### config.mk
export PLATFORM = sky130hd
export DESIGN_NAME = cache_2way_param
export DESIGN_NICKNAME = d
export VERILOG_FILES = /design/src/rtl/cache_2way_param.sv
export SDC_FILE = /design/constraint.sdc
export NUM_CORES = 2
export LEC_CHECK = 0
export CAP_MARGIN = 10
export CORE_ASPECT_RATIO = 1.1
export CORE_MARGIN = 4
export CORE_UTILIZATION = 40
export DETAILED_ROUTE_END_ITERATION = 12
export SLEW_MARGIN = 20
export SYNTH_ARGS = -nofsm -noshare
export SYNTH_HDL_FRONTEND = slang
export SYNTH_SLANG_ARGS = --single-unit
### constraint.sdc
create_clock -name clk -period 5.93 [get_ports clk]
set_clock_uncertainty 0.05 [all_clocks]
set_input_delay 1.186 -clock clk [delete_from_list [all_inputs] [get_ports clk]]
set_output_delay 1.186 -clock clk [all_outputs]
set_load 0.01 [all_outputs]
### src/rtl/cache_2way_param.sv
// 2-way set-associative write-back/write-allocate data cache with true-LRU
// replacement per set and saturating hit/miss performance counters.
module cache_2way_param #(
    parameter int ADDR_W = 30,
    parameter int DATA_W = 32,
    parameter int WORDS  = 4,
    parameter int SETS   = 4,
    parameter int CNT_W  = 32
) (
    input  logic                              clk,
    input  logic                              proc_reset,
    input  logic                              proc_read,
    input  logic                              proc_write,
    input  logic [ADDR_W-1:0]                 proc_addr,
    input  logic [DATA_W-1:0]                 proc_wdata,
    output logic [DATA_W-1:0]                 proc_rdata,
    output logic                              proc_stall,
    output logic                              mem_read,
    output logic                              mem_write,
    output logic [ADDR_W-$clog2(WORDS)-1:0]   mem_addr,
    output logic [DATA_W*WORDS-1:0]           mem_wdata,
    input  logic [DATA_W*WORDS-1:0]           mem_rdata,
    input  logic                              mem_ready,
    output logic [CNT_W-1:0]                  hit_cnt,
    output logic [CNT_W-1:0]                  miss_cnt
);
    localparam int OFF_W  = $clog2(WORDS);
    localparam int IDX_W  = $clog2(SETS);
    localparam int TAG_W  = ADDR_W - IDX_W - OFF_W;
    localparam int LINE_W = DATA_W * WORDS;

    localparam logic [1:0] ST_IDLE       = 2'd0;
    localparam logic [1:0] ST_WRITE_BACK = 2'd1;
    localparam logic [1:0] ST_ALLOCATE   = 2'd2;

    localparam logic [CNT_W-1:0] CNT_MAX = {CNT_W{1'b1}};
    localparam logic [CNT_W-1:0] CNT_ONE = {{(CNT_W-1){1'b0}}, 1'b1};

    logic [1:0]        state;
    logic [1:0]        state_next;
    logic [SETS-1:0]   valid [2];
    logic [SETS-1:0]   dirty [2];
    logic [SETS-1:0]   lru;
    logic [TAG_W-1:0]  tags  [2][SETS];
    logic [LINE_W-1:0] lines [2][SETS];
    logic              victim;
    logic              victim_next;
    logic              victim_dirty;

    logic [TAG_W-1:0]  req_tag;
    logic [IDX_W-1:0]  idx;
    logic [OFF_W-1:0]  off;
    logic              request;
    logic              hit0;
    logic              hit1;
    logic              hit;
    logic              hit_way;
    logic              idle_hit;
    logic              idle_miss;
    logic              refill;
    logic [LINE_W-1:0] hit_line;

    assign req_tag   = proc_addr[ADDR_W-1 -: TAG_W];
    assign idx       = proc_addr[OFF_W +: IDX_W];
    assign off       = proc_addr[OFF_W-1:0];
    assign request   = proc_read | proc_write;
    assign hit0      = valid[0][idx] && (tags[0][idx] == req_tag);
    assign hit1      = valid[1][idx] && (tags[1][idx] == req_tag);
    assign hit       = hit0 | hit1;
    assign hit_way   = hit1;
    assign idle_hit  = (state == ST_IDLE) && request && hit;
    assign idle_miss = (state == ST_IDLE) && request && !hit;
    assign refill    = (state == ST_ALLOCATE) && mem_ready;
    assign hit_line  = lines[hit_way][idx];

    // Victim choice, next state and the combinational processor/memory outputs.
    always_comb begin
        if (!valid[0][idx]) begin
            victim_next = 1'b0;
        end else if (!valid[1][idx]) begin
            victim_next = 1'b1;
        end else begin
            victim_next = lru[idx];
        end
        victim_dirty = valid[victim_next][idx] && dirty[victim_next][idx];

        state_next = state;
        proc_stall = 1'b0;
        mem_read   = 1'b0;
        mem_write  = 1'b0;
        mem_addr   = proc_addr[ADDR_W-1:OFF_W];
        mem_wdata  = lines[victim][idx];
        if (hit) begin
            proc_rdata = hit_line[off*DATA_W +: DATA_W];
        end else begin
            proc_rdata = {DATA_W{1'b0}};
        end

        case (state)
            ST_IDLE: begin
                if (request && !hit) begin
                    proc_stall = 1'b1;
                    state_next = victim_dirty ? ST_WRITE_BACK : ST_ALLOCATE;
                end else begin
                    proc_stall = 1'b0;
                end
            end
            ST_WRITE_BACK: begin
                proc_stall = 1'b1;
                mem_write  = 1'b1;
                mem_addr   = {tags[victim][idx], idx};
                if (mem_ready) begin
                    state_next = ST_ALLOCATE;
                end else begin
                    state_next = ST_WRITE_BACK;
                end
            end
            ST_ALLOCATE: begin
                proc_stall = 1'b1;
                mem_read   = 1'b1;
                if (mem_ready) begin
                    state_next = ST_IDLE;
                end else begin
                    state_next = ST_ALLOCATE;
                end
            end
            default: begin
                state_next = ST_IDLE;
            end
        endcase
    end

    // Control state: FSM, valid/dirty/lru bits, victim register and counters.
    always_ff @(posedge clk or posedge proc_reset) begin
        if (proc_reset) begin
            state    <= ST_IDLE;
            valid[0] <= {SETS{1'b0}};
            valid[1] <= {SETS{1'b0}};
            dirty[0] <= {SETS{1'b0}};
            dirty[1] <= {SETS{1'b0}};
            lru      <= {SETS{1'b0}};
            victim   <= 1'b0;
            hit_cnt  <= {CNT_W{1'b0}};
            miss_cnt <= {CNT_W{1'b0}};
        end else begin
            state <= state_next;
            if (idle_hit) begin
                lru[idx] <= ~hit_way;
                if (proc_write) begin
                    dirty[hit_way][idx] <= 1'b1;
                end
                if (hit_cnt != CNT_MAX) begin
                    hit_cnt <= hit_cnt + CNT_ONE;
                end
            end
            if (idle_miss) begin
                victim <= victim_next;
                if (miss_cnt != CNT_MAX) begin
                    miss_cnt <= miss_cnt + CNT_ONE;
                end
            end
            if (refill) begin
                valid[victim][idx] <= 1'b1;
                dirty[victim][idx] <= 1'b0;
            end
        end
    end

    // Line and tag storage; contents are meaningless until the valid bit is set.
    always_ff @(posedge clk) begin
        if (!proc_reset) begin
            if (refill) begin
                lines[victim][idx] <= mem_rdata;
                tags[victim][idx]  <= req_tag;
            end else if (idle_hit && proc_write) begin
                lines[hit_way][idx][off*DATA_W +: DATA_W] <= proc_wdata;
            end
        end
    end

endmodule

=== Yosys cells after proc, flatten, opt, wreduce, memory -nomap -nowiden ===
Memory sizes are Yosys's and may differ from the RTL's.
Cells that the tools add are included.

* Add/subtract/negate cells: 3
* Order comparisons: 9
* Equal/unequal tests: 7
* Shift operators: 3
* Muxes and demuxes: 71
* Bitwise gates (word level): 11
* Reductions and logical operators: 19

{| class="wikitable"
|+ Operator list
! kind !! count
|-
| $mux 512 || 4
|-
| $mux 128 || 6
|-
| $bmux 128 s2 || 2
|-
| $demux 128 s2 || 2
|-
| $reduce_or 512->1 || 1
|-
| $mux 26 || 7
|-
| $bmux 26 s2 || 3
|-
| $shift 32x34->128 const A || 1
|-
| $shiftx 128x8->32 || 1
|-
| $shiftx 32x34->128 || 1
|-
| $mux 104 || 1
|-
| $add 32x1->32 const B || 2
|-
| $ne 32x32->1 const B || 2
|-
| $demux 26 s2 || 1
|-
| $eq 26x26->1 || 2
|-
| $neg 7->34 || 1
|-
| $mux 32 || 1
|-
| $mux 4 || 8
|-
| $mux 28 || 1
|-
| $mux 8 || 3
|-
| $mux 1 || 17
|-
| $or 8x8->8 || 2
|-
| $logic_and 1x1->1 || 13
|-
| $bmux 1 s2 || 5
|-
| other kinds (25) || 36
|}

* Bits in registers: 87
* Bits in writable memories: 1,232
* Input port bits: 195
* Output and inout bits: 255
* Logic and storage cells: 134
* Memories kept: 2

{| class="wikitable"
|+ Memory list
! name !! depth !! bits a word !! rd ports !! clocked after Yosys merged registers in !! write ports !! line !! text
|-
| lines || 2 || 512 || 2 || 0 || 1 || 45 || <nowiki>logic [LINE_W-1:0] lines [2][SETS];</nowiki>
|-
| tags || 2 || 104 || 3 || 0 || 1 || 44 || <nowiki>logic [TAG_W-1:0] tags [2][SETS];</nowiki>
|}

=== Logic depth before layout (Yosys ltp) ===
* Depth after elaboration: 16
* Gate-level depth with buffers: 15

=== Least setup slack after synthesis ===
No wires, ideal clock.

* Path type: input -> register
* Start: input port proc_reset
* End: memory lines[1][64] in the netlist's numbering, enable pin
* Library setup time: 0.470 ns
* Arrival time: 6.258 ns
* Required time: 5.410 ns
* Slack: -0.848 ns
* Cell stages on the path: 5
* Path buffers: 1
* Cells stage by stage: inv_1 -> and3_1 -> buf_1 -> nand2_1 -> o31ai_1

* Word-level cells in the longest chain between the ends: 4
* Elaborated cells on any way between the ends: 7
* Classes of those cells: 6 x mux; 1 x reduce/logical

{| class="wikitable"
|+ RTL lines
! what !! line !! text
|-
| start: declaration || 11 || <nowiki>input logic proc_reset,</nowiki>
|-
| $mux 1 || 171 || <nowiki>if (!proc_reset) begin</nowiki>
|-
| $mux 512 (not written as such) || 176 || <nowiki>lines[hit_way][idx][off*DATA_W +: DATA_W] <= proc_wdata;</nowiki>
|-
| $reduce_or 512->1 (no line) || - ||
|-
| $mux 1 (no line) / $mux 512 (equally long branches) || - ||
|-
| end: declaration || 45 ||
|}

Several ways; a longest one is shown, not always the timed one.

=== Final worst setup path ===
* Start: input port proc_addr[2]
* End: output port proc_rdata[3]

* Word-level cells in the longest chain between the ends: 12
* Elaborated cells on any way between the ends: 22
* Classes of those cells: 2 x eq/ne; 1 x shift; 14 x mux; 2 x bitwise; 2 x reduce/logical; 1 x memory

{| class="wikitable"
|+ RTL lines
! what !! line !! text
|-
| start: declaration || 14 || <nowiki>input logic [ADDR_W-1:0] proc_addr,</nowiki>
|-
| $not 2->3 (not written as such) || 67, 68, 74 ||
|-
| $bmux 26 s2 || 68 || <nowiki>assign hit1 = valid[1][idx] && (tags[1][idx] == req_tag);</nowiki>
|-
| $mux 26 (not written as such) (2 in a row) || 68 ||
|-
| $eq 26x26->1 || 68 ||
|-
| $logic_and 1x1->1 || 68 ||
|-
| $mem_v2 2x512 || - ||
|-
| $bmux 128 s2 || 74 || <nowiki>assign hit_line = lines[hit_way][idx];</nowiki>
|-
| $mux 128 (not written as such) (2 in a row) || 74 ||
|-
| $shiftx 128x8->32 || 94 || <nowiki>proc_rdata = hit_line[off*DATA_W +: DATA_W];</nowiki>
|-
| $mux 32 (*) || 93 || <nowiki>if (hit) begin</nowiki>
|-
| end: declaration || 16 || <nowiki>output logic [DATA_W-1:0] proc_rdata,</nowiki>
|}

Every way passes the cells marked *; elsewhere a longest branch is shown, timed or not. The select of a mux whose other input is x is not followed.

==> flow_summary_export.csv <==
group,metric,value,unit
routing,routed_wl,237,mm
logic_synthesis,ys_seq_elements,1319,
setup_path,worstPathCellList,"buf_16, buf_12, mux4_2, xnor2_2, nand2_1, or4b_4, or4_4, nor2_8, buf_12, buf_8, o2111ai_4, a222oi_1, buf_2",
logic_synthesis,synthArstFlopShare,6.60,%
placed_design,place_inst,7100,
final_layout,post_route_cells_drive_above_1_share,21.9,%
global_route,grt_usage,28.0,%
logic_synthesis,ys_top_cells_by_area,"edfxtp_1 (58%), mux4_2 (11%), mux2i_1 (9.3%)",
placed_design,placed_cell_area,74400,sq um
clocking,clkTransAtPathRegs,0.06,ns
setup_path,slowest_stage,"a222oi_1",
die,core_area,159000,sq um
sta,rsz0062_at_grt,"true",
logic_synthesis,ys_types,70,
logic_synthesis,seq_area_frac_synth,61.3,%
clocking,clkLatencyLatePin,0.79,ns
clocking,cts_buffers,143,
sta,setup_slack,-0.237,ns
pwr,leakage,27.4,nW
hold_path,worstHoldPathType,"flop to flop",
sta,setup_viol,6,
sta,period_needed,6.17,ns
clocking,htreeDepth,4,
clocking,cts_tree,"done",
routing,drc,0,
setup_path,startpoint_type,"input pin",
die,fp.dieH,427,um
routing,ant_nets,0,
clocking,clock_path_buffers,3,
routing,wl_per_cell,32.0,um
setup_path,critPathTopFamily,"simple AND/OR/NAND/NOR gates",
sta,post-route-period-util,104,%
final_layout,stdcell_count,7416,
sta,slew_viol_final,0,
routing,post_drt_via_cell_ratio,6.02,
die,die_w,389,um
setup_path,required,4.69,ns
die,row_count,153,
status,violations,"setup timing",
sta,fmax,162,MHz
pwr,power.total,25.1,mW
final_layout,fin_area,79900,sq um
setup_path,crit_buf_inv,5,
final_layout,final_net_count,5393,
sta,worst_pin_slew,1.18,ns
logic_synthesis,synth-edff-count,1232,
status,outcome,"finished with violations",
logic_synthesis,synthesis.area,63900,sq um
placed_design,gp_congestion,0.981,
final_layout,finalCoreUtilization,50.4,%
die,initial_core_util,40.3,%
global_route,grt_pass1_vias,43500,
routing,first_pass_iters,6,
placed_design,port_buffers,449,
global_route,overflow,0,
logic_synthesis,yosysTopAreaCellShare,57.9,%
die,dieArea,166000,sq um
global_route,grt_pass1_wl,330,mm
global_route,antenna_found_initial,21,
job,drv_cap,0,
setup_path,critPathKind,"input pin to output pin",
setup_path,arrival,4.93,ns
sta,hold_viol_final,0,
logic_synthesis,yosysWarnings,0,
pwr,powerDensity,314,nW/um^2
routing,route.vias.total,44600,
setup_path,critPathMostFrequentCell,"buf_12",
clocking,root_buffer,"clkbuf_16",
die,ios,450,
routing,drt_iter0_markers,5811,
pwr,ir_worst_vdd,307,uV
final_layout,areaGrowthSynthToFinish,25.0,%
sta,setup_tns,-0.525,ns
clocking,clock_sinks,1319,
setup_path,cp-end-kind,"output pin",
setup_path,max_stage_delay,0.78,ns
sta,slew_headroom,21.0,%
logic_synthesis,yosysTopAreaCell,"edfxtp_1",
global_route,grt_max_degree,160,
logic_synthesis,syn_area_per_cell,14.3,sq um
logic_synthesis,ys.flop_type,"edfxtp_1",
logic_synthesis,syn-num-nets,4663,
placed_design,dp_hpwl,164,mm
logic_synthesis,syn_inst,4457,
setup_path,cp_max_fo,7,
## layout make-up
type,count,area (sq um)
tap,2092,2620
antenna,20,50.0
fill,13400,78600
clock inverter,83,940
multi-input combinational,2657,23300
timing repair buffer,917,9390
clock buffer,179,3850
sequential,1319,39200
inverter,149,566
## timing repair
action                     CTS  global route
cloned                       4             3
resized for setup          144            41
buffers inserted            14            13
setup endpoints to repair   34            32
pin swaps                   39            24
hold buffers                 0             0
## report_power, final
group	internal, mW	switching (mW)	leakage (nW)	total (mW)
Clock	5.22	3.82	2.30	9.04
Combinational	2.27	3.10	12.8	5.37
Sequential	10.5	0.195	12.3	10.7
## cells in the final DEF, fill, tap and decap left out, drive strengths merged, types with 11 or more instances in the layout
cell | netlist | final
edfxtp | 1232 | 1232
mux2i | 591 | 591
nand2 | 531 | 531
buf | 120 | 504
clkdlybuf4s50 | 0 | 400
mux4 | 308 | 308
a21oi | 202 | 202
o21ai | 196 | 196
nor2 | 192 | 192
clkbuf | 212 | 189
inv | 149 | 151
o221ai | 128 | 128
dfrtp | 87 | 87
xnor2 | 78 | 78
clkinv | 0 | 63
nor3 | 49 | 49
nand3 | 41 | 41
nand4 | 38 | 38
o2111ai | 35 | 35
a31o | 33 | 33
a222oi | 32 | 32
xor2 | 30 | 30
nor4 | 26 | 26
and3 | 22 | 22
diode | 0 | 20
bufinv | 0 | 13
and2 | 12 | 12
ha | 11 | 11
## metal layers
metal  global-route usage, %  wire, um  vias to the layer above
met1                    36.7     90000                    22600
met2                    42.7    106000                     2616
met4                    14.4     13600                        8
met3                    7.65     27000                      468
li1                        -         -                    18900
met5                       0        51                        -
## logic make-up after synthesis
logic type               after synthesis  synth area share, %
flip-flops                          1319                 61.3
AND/OR/NAND/NOR                      967                 6.66
multiplexers                         906                 20.3
AO/OA/AOI/OAI                        665                 6.79
buffers and inverters                481                 3.28
XOR/XNOR                             108                 1.50
adder cells (fa/ha/maj)               11                0.215
## through the flow
step / worst slack, ns / hold WS [ns]
2_1_floorplan: -0.753 / 0.373
3_3_place_gp: -0.704 / 0.391
3_5_place_dp: -0.679 / 0.399
4_1_cts: -0.0804 / 0.413
5_1_grt: -0.225 / 0.441
6_report: -0.237 / 0.412
## state kept, by name, summed over array words and instances (netlist names)
| register | flops |
|---|---|
| lru | 4 |
| miss_cnt | 32 |
| state | 2 |
| lines | 1024 |
| victim | 1 |
| tags | 208 |
| dirty | 8 |
| valid | 8 |
| hit_cnt | 32 |
## worst paths after layout
check	slack [ns]	cells after the start	endpoint	start
max	-0.24	13	proc_rdata[3]	proc_addr[2]
min reg2reg	0.41	1	valid[6]$_DFFE_PP0P_	valid[6]$_DFFE_PP0P_
max in group asynchronous	3.92	3	hit_cnt[21]$_DFFE_PP0P_	proc_reset
min	0.41	1	valid[6]$_DFFE_PP0P_	valid[6]$_DFFE_PP0P_
min in group asynchronous	0.66	2	victim$_DFFE_PP0P_	proc_reset
max reg2reg	1.53	12	lines[0][475]$_DFFE_PP_	tags[0][8]$_DFFE_PP_
## Yosys cell counts (25+ instances only)
cell,n
a31o_2,33
edfxtp_1,1232
buf_2,57
a21oi_1,202
nor2_1,191
nand4_1,38
o2111ai_1,35
xnor2_1,76
xor2_1,30
o221ai_1,128
nand2_1,531
nor4_1,25
mux4_2,301
buf_1,32
dfrtp_1,87
o21ai_0,195
nor3_1,49
a222oi_1,32
inv_1,148
nand3_1,41
clkbuf_1,212
mux2i_1,591
## worst register-to-register path: stages (launching register included)
cell and delay [ns]:
edfxtp_1 0.36, mux4_2 0.52, xnor2_2 0.20, nand2_1 0.11, or4b_4 0.51, or4_4 0.54, nor2_8 0.14, buf_12 0.15
buf_8 0.15, buf_4 0.22, nand3_1 0.34, o21ai_4 0.40, buf_4 0.37
Note: power is estimated with default switching activity, not from simulation.
